### src/rtl/delay_line_mc.sv
// Multi-channel programmable sample delay line: per-lane delay of 0..DEPTH-1 accepted
// samples over a shared circular buffer, with zero-masking of not-yet-filled history.
module delay_line_mc #(
  parameter int WIDTH           = 32,
  parameter int CHANNELS        = 2,
  parameter int DEPTH           = 64,
  parameter int UPR_W           = 8,
  parameter int FLUSH_ON_CHANGE = 1
) (
  input  logic                                               clk,
  input  logic                                               srstb,
  input  logic                                               in_en,
  input  logic [CHANNELS*WIDTH-1:0]                          Idat,
  input  logic                                               wr_comm,
  input  logic [((CHANNELS > 1) ? $clog2(CHANNELS) : 1)-1:0] ch_sel,
  input  logic [UPR_W-1:0]                                   upr,
  output logic [CHANNELS*WIDTH-1:0]                          Odat,
  output logic                                               Ovalid,
  output logic                                               cfg_err
);
  localparam int SEL_W = (CHANNELS > 1) ? $clog2(CHANNELS) : 1;
  localparam int AW    = $clog2(DEPTH);
  localparam int CW    = (UPR_W > AW) ? UPR_W : AW;
  localparam logic [AW-1:0]  MAX_D = AW'(DEPTH - 1);
  localparam logic [CW-1:0]  MAX_C = CW'(DEPTH - 1);
  localparam logic [SEL_W:0] NCH   = (SEL_W + 1)'(CHANNELS);

  // Fill counter saturates at DEPTH-1, the largest delay that can ever be requested.
  function automatic logic [AW-1:0] sat_inc(input logic [AW-1:0] v);
    return (v == MAX_D) ? v : v + AW'(1);
  endfunction

  function automatic logic [AW-1:0] clamp_dly(input logic [UPR_W-1:0] req);
    logic [CW-1:0] ext;
    ext = CW'(req);
    return (ext > MAX_C) ? MAX_D : ext[AW-1:0];
  endfunction

  logic [AW-1:0]             r_wr_ptr;
  logic [AW-1:0]             r_dly  [CHANNELS];
  logic [AW-1:0]             r_fill [CHANNELS];
  logic [WIDTH-1:0]          r_mem  [CHANNELS][DEPTH];
  logic [CHANNELS*WIDTH-1:0] r_odat_p1;
  logic                      r_vld_p1;
  logic                      r_err_p1;

  logic [WIDTH-1:0]          w_lane    [CHANNELS];
  logic [AW-1:0]             w_rd_addr [CHANNELS];
  logic                      w_sel_ok;
  logic                      w_over;
  logic [AW-1:0]             w_new_dly;

  assign w_sel_ok  = ({1'b0, ch_sel} < NCH);
  assign w_over    = (CW'(upr) > MAX_C);
  assign w_new_dly = clamp_dly(upr);

  // Stage 0: select bypass, masked zero, or buffered history per lane.
  // A non-zero delay never addresses the slot being written this cycle.
  always_comb begin
    for (int c = 0; c < CHANNELS; c++) begin
      w_rd_addr[c] = r_wr_ptr - r_dly[c];
      w_lane[c]    = '0;
      if (r_dly[c] == '0)
        w_lane[c] = Idat[c*WIDTH +: WIDTH];
      else if (r_fill[c] >= r_dly[c])
        w_lane[c] = r_mem[c][w_rd_addr[c]];
    end
  end

  always_ff @(posedge clk) begin
    if (in_en) begin
      for (int c = 0; c < CHANNELS; c++)
        r_mem[c][r_wr_ptr] <= Idat[c*WIDTH +: WIDTH];
    end
  end

  // Stage 1: registered output, pointer/fill bookkeeping and command handling.
  always_ff @(posedge clk) begin
    if (!srstb) begin
      r_wr_ptr  <= '0;
      r_odat_p1 <= '0;
      r_vld_p1  <= 1'b0;
      r_err_p1  <= 1'b0;
      for (int c = 0; c < CHANNELS; c++) begin
        r_dly[c]  <= '0;
        r_fill[c] <= '0;
      end
    end else begin
      r_vld_p1 <= in_en;
      r_err_p1 <= wr_comm && (!w_sel_ok || w_over);
      if (in_en)
        r_wr_ptr <= r_wr_ptr + AW'(1);
      for (int c = 0; c < CHANNELS; c++) begin
        if (in_en) begin
          r_odat_p1[c*WIDTH +: WIDTH] <= w_lane[c];
          r_fill[c]                   <= sat_inc(r_fill[c]);
        end
        // A changed delay restarts the fill count, overriding this edge's increment.
        if (wr_comm && w_sel_ok && (ch_sel == SEL_W'(c))) begin
          r_dly[c] <= w_new_dly;
          if ((FLUSH_ON_CHANGE != 0) && (w_new_dly != r_dly[c]))
            r_fill[c] <= '0;
        end
      end
    end
  end

  assign Odat    = r_odat_p1;
  assign Ovalid  = r_vld_p1;
  assign cfg_err = r_err_p1;

endmodule

### config.mk
export PLATFORM = sky130hd
export DESIGN_NAME = delay_line_mc
export DESIGN_NICKNAME = d
export VERILOG_FILES = /design/src/rtl/delay_line_mc.sv
export SDC_FILE = /design/constraint.sdc
export NUM_CORES = 2
export LEC_CHECK = 0
export CAP_MARGIN = 5
export CORE_MARGIN = 3
export CORE_UTILIZATION = 55
export DETAILED_ROUTE_END_ITERATION = 10
export GPL_ROUTABILITY_DRIVEN = 0
export PLACE_DENSITY = 0.74
export SLEW_MARGIN = 20
export SYNTH_ARGS = -nofsm -noshare
export SYNTH_HDL_FRONTEND = slang
export SYNTH_MEMORY_MAX_BITS = 65536
export SYNTH_SLANG_ARGS = --single-unit
### constraint.sdc
create_clock -name clk -period 9.63 [get_ports clk]
set_input_delay 1.926 -clock clk [delete_from_list [all_inputs] [get_ports clk]]
set_output_delay 1.926 -clock clk [all_outputs]
set_load 0.02 [all_outputs]
==> flow_summary_export.csv <==
group,metric,value,unit
synthesis,synth_area,160300,um2
floorplanning,num_io_pins,143,
setup_path,cp_data_required_time,10360,ps
sta,drv_slew,0,
synthesis,yosysSeqAreaShare,78.03,%
global_route,antenna_found_initial,32,
power_and_ir_drop,powerDensity,230.4,nW/um2
clock_tree,clock_latency,940,ps
clock_tree,path_clk_slew,60,ps
setup_path,startpoint_type,"flip-flop",
clock_tree,cts_hold_buf,0,
sta,relSlewSlack,19.47,%
status,outcome,"finished clean",
synthesis,synth_nets,6855,
setup_path,cp_slowest_stage_delay,1560,ps
clock_tree,clock_sinks,4192,
sta,finalSetupViolCount,0,
clock_tree,cts_setup_buffers,0,
placed_design,placed_cell_area,167100,um2
sta,fin_crit_sh,55.76,%
synthesis,ys.flop_type,"edfxtp_1",
floorplanning,die_area,298000,um2
layout,fillCellCount,18280,
detailed_routing,wl,414200,um
sta,worst_clock_skew,54.31,ps
setup_path,cp_max_fo,131,
global_route,track_usage,27.82,%
clock_tree,cts_resized,0,
power_and_ir_drop,ir_worst_vdd,192.4,uV
global_route,grt_pass1_vias,78850,
sta,finalHoldViolCount,0,
synthesis,syn_inst,6751,
global_route,grt_pass1_wl,591600,um
power_and_ir_drop,p_leak,0.05607,uW
sta,final.setup.tns,0,ps
synthesis,synth_warnings,0,
clock_tree,cts_tree,"done",
sta,fin_crit,5369,ps
layout,final_area,180400,um2
sta,setup_slack,4261,ps
setup_path,critPathTopFamily,"adder cells",
clock_tree,htreeDepth,5,
job,drv_cap,0,
sta,grt_setup_unrepaired,"false",
clock_tree,cts_buffers,407,
layout,drive_gt1_share,29.27,%
setup_path,cp_num_buf_inv,2,
floorplanning,initial_core_util,55.45,%
clock_tree,cts-root-buf,"clkbuf_16",
detailed_routing,drc_errors,0,
setup_path,arrival,6100,ps
detailed_routing,drt.antenna.violating_nets,0,
placed_design,pre_cts_ws,3339,ps
synthesis,async_reset_ff_share,0,%
hold_path,hold_path.class,"reg -> reg",
layout,final_net_count,7253,
setup_path,crit_slowest_cell,"fa_4",
detailed_routing,viasPerCell,6.843,
placed_design,port_buffers,142,
setup_path,path_class,"reg -> reg",
floorplanning,die_w,545.9,um
synthesis,syn_area_per_cell,23.75,um2
placed_design,hpwl,212700,um
placed_design,dp.cells,10620,
floorplanning,die_height,545.9,um
global_route,grt.overflow.total,0,
clock_tree,clockBufferDepth,4,
synthesis,synth.distinct_cells,63,
layout,area_delta_synth_final,12.52,%
sta,tightest_slew,1204,ps
detailed_routing,first_pass_iters,6,
setup_path,setup.worst_path.end_class,"flip-flop",
setup_path,critPathMostFrequentCell,"mux4_2",
detailed_routing,vias,77800,
sta,timing.hold.ws,512.1,ps
detailed_routing,drt_iter0_drc,11870,
detailed_routing,wire_per_inst,36.44,um
layout,fin_cells,11370,
global_route,grt_max_degree,143,
floorplanning,core,289100,um2
floorplanning,num_rows,197,
setup_path,path_cells,"inv_1 > fa_4 > buf_12 > mux4_2 > mux4_2 > mux2i_1 > o311ai_0",
synthesis,synth.ff_latch_count,4192,
synthesis,synth-edff-count,4114,
sta,fmax,0.1862,GHz
==> state kept, by name, indices dropped and copies added, names as in the netlist <==
signal and count:
r_mem 4096, Ovalid 1, Odat 64, r_fill 12, cfg_err 1, r_dly 12, r_wr_ptr 6
==> placed cells by master, fill, tap and decap left out, types with 32 or more instances in the layout <==
cell type        instances
edfxtp_1              4114
nor2_4                  56
clkbuf_1                79
nor2_1                  55
clkinv_1                76
mux4_2                1212
nand2_1                209
dfxtp_1                 78
bufinv_16               42
nand3_1                 53
clkdlybuf4s50_1         78
a22oi_1                 71
buf_4                  224
o21ai_0                 32
clkinv_2                83
clkbuf_16              413
o211ai_1                41
mux2i_1                133
==> final cells by class <==
class,count,area [um2],area share [%]
clock buffer,504,10800,5.985
timing repair buffer,344,2957,1.639
inverter,18,67.56,0.03746
antenna,11,27.53,0.01526
clock inverter,234,2327,1.290
multi-input combinational,2186,34260,18.99
tap,3880,4855,2.691
sequential,4192,125100,69.35
==> where the power goes <==
part | total [uW] | internal [uW] | switching (uW)
logic | 5630 | 2480 | 3150
registers | 20100 | 20100 | 52.6
clock network | 15800 | 9080 | 6700
total | 41600 | 31600 | 9910
==> layer usage <==
metal	share of wire [%]	vias to the layer above	GRT usage (%)	wire length, um
li1	-	29840	-	-
met1	36	41510	39.01	148900
met2	48	5644	42.99	197500
met3	13	793	7.751	53260
met4	3.5	12	9.066	14430
met5	0.018	-	0	73
==> Yosys cell counts (4+ instances only) <==
cell type | n | share of area [%]
a211oi_1 | 5 | 0.023
clkbuf_1 | 165 | 0.39
and2_1 | 4 | 0.016
a21o_1 | 6 | 0.028
nand3_1 | 53 | 0.17
nor4_1 | 5 | 0.020
o21ai_1 | 6 | 0.019
a21oi_1 | 19 | 0.059
xnor2_1 | 12 | 0.066
a311oi_1 | 19 | 0.10
or2_2 | 30 | 0.12
o2111ai_1 | 5 | 0.027
buf_4 | 16 | 0.075
mux4_2 | 1212 | 17
a31oi_1 | 7 | 0.027
o21ai_0 | 33 | 0.10
mux2i_1 | 133 | 0.83
and3_1 | 22 | 0.086
mux2_2 | 7 | 0.049
nor2b_1 | 9 | 0.035
o211ai_1 | 41 | 0.19
a22oi_1 | 71 | 0.33
nand2b_1 | 7 | 0.027
dfxtp_1 | 78 | 0.97
inv_1 | 17 | 0.040
nand4_1 | 13 | 0.051
o21a_1 | 6 | 0.028
ha_1 | 25 | 0.20
o22ai_1 | 4 | 0.016
nand3b_1 | 8 | 0.037
edfxtp_1 | 4114 | 77
o32ai_1 | 4 | 0.022
nor3_1 | 31 | 0.097
nand2_1 | 210 | 0.49
buf_2 | 134 | 0.42
nor2_1 | 111 | 0.26
buf_1 | 39 | 0.091
a32oi_1 | 9 | 0.049
xor2_1 | 14 | 0.076
o311ai_0 | 10 | 0.055
==> logic make-up (layout without fill, tap and decap cells) <==
kind of cell | after synthesis | count (layout) | synth area share (%)
mux | 1352 | 1352 | 17.91
fa+ha+maj | 27 | 27 | 0.2201
buf+inv | 373 | 1100 | 1.020
simple gates | 513 | 513 | 1.451
xor+xnor | 27 | 27 | 0.1522
compound gates | 267 | 267 | 1.221
flops | 4192 | 4192 | 78.03
other cells | 0 | 11 | 0
==> worst reg2reg max path: cells and delay by family (launching register included) <==
kind	cells	cell delay (ps)
adder cells (fa/ha/maj)	1	1560
flip-flops	1	800
multiplexers	3	1730
AO/OA/AOI/OAI	1	230
buffers and inverters	2	880
==> path summary, 6_finish.rpt <==
check / start / end / slack, ps / cells after the start
setup / recovery: r_wr_ptr[1] / Odat[45] / 4260 / 7
hold / removal: Odat[28] / Odat[28] / 510 / 2
setup reg to reg: r_wr_ptr[1] / Odat[45] / 4260 / 7
hold reg to reg: Odat[28] / Odat[28] / 510 / 2
==> per-stage QoR <==
stage / utilization [%] / total power, uW
global placement: 57.79 / 26030
floorplan: - / 24210
CTS: 62.33 / 41720
finish: 62.39 / 41550
global route: 62.39 / 42690
detailed placement: 57.79 / 26100
No activity file was read; power rests on OpenSTA's default activity.
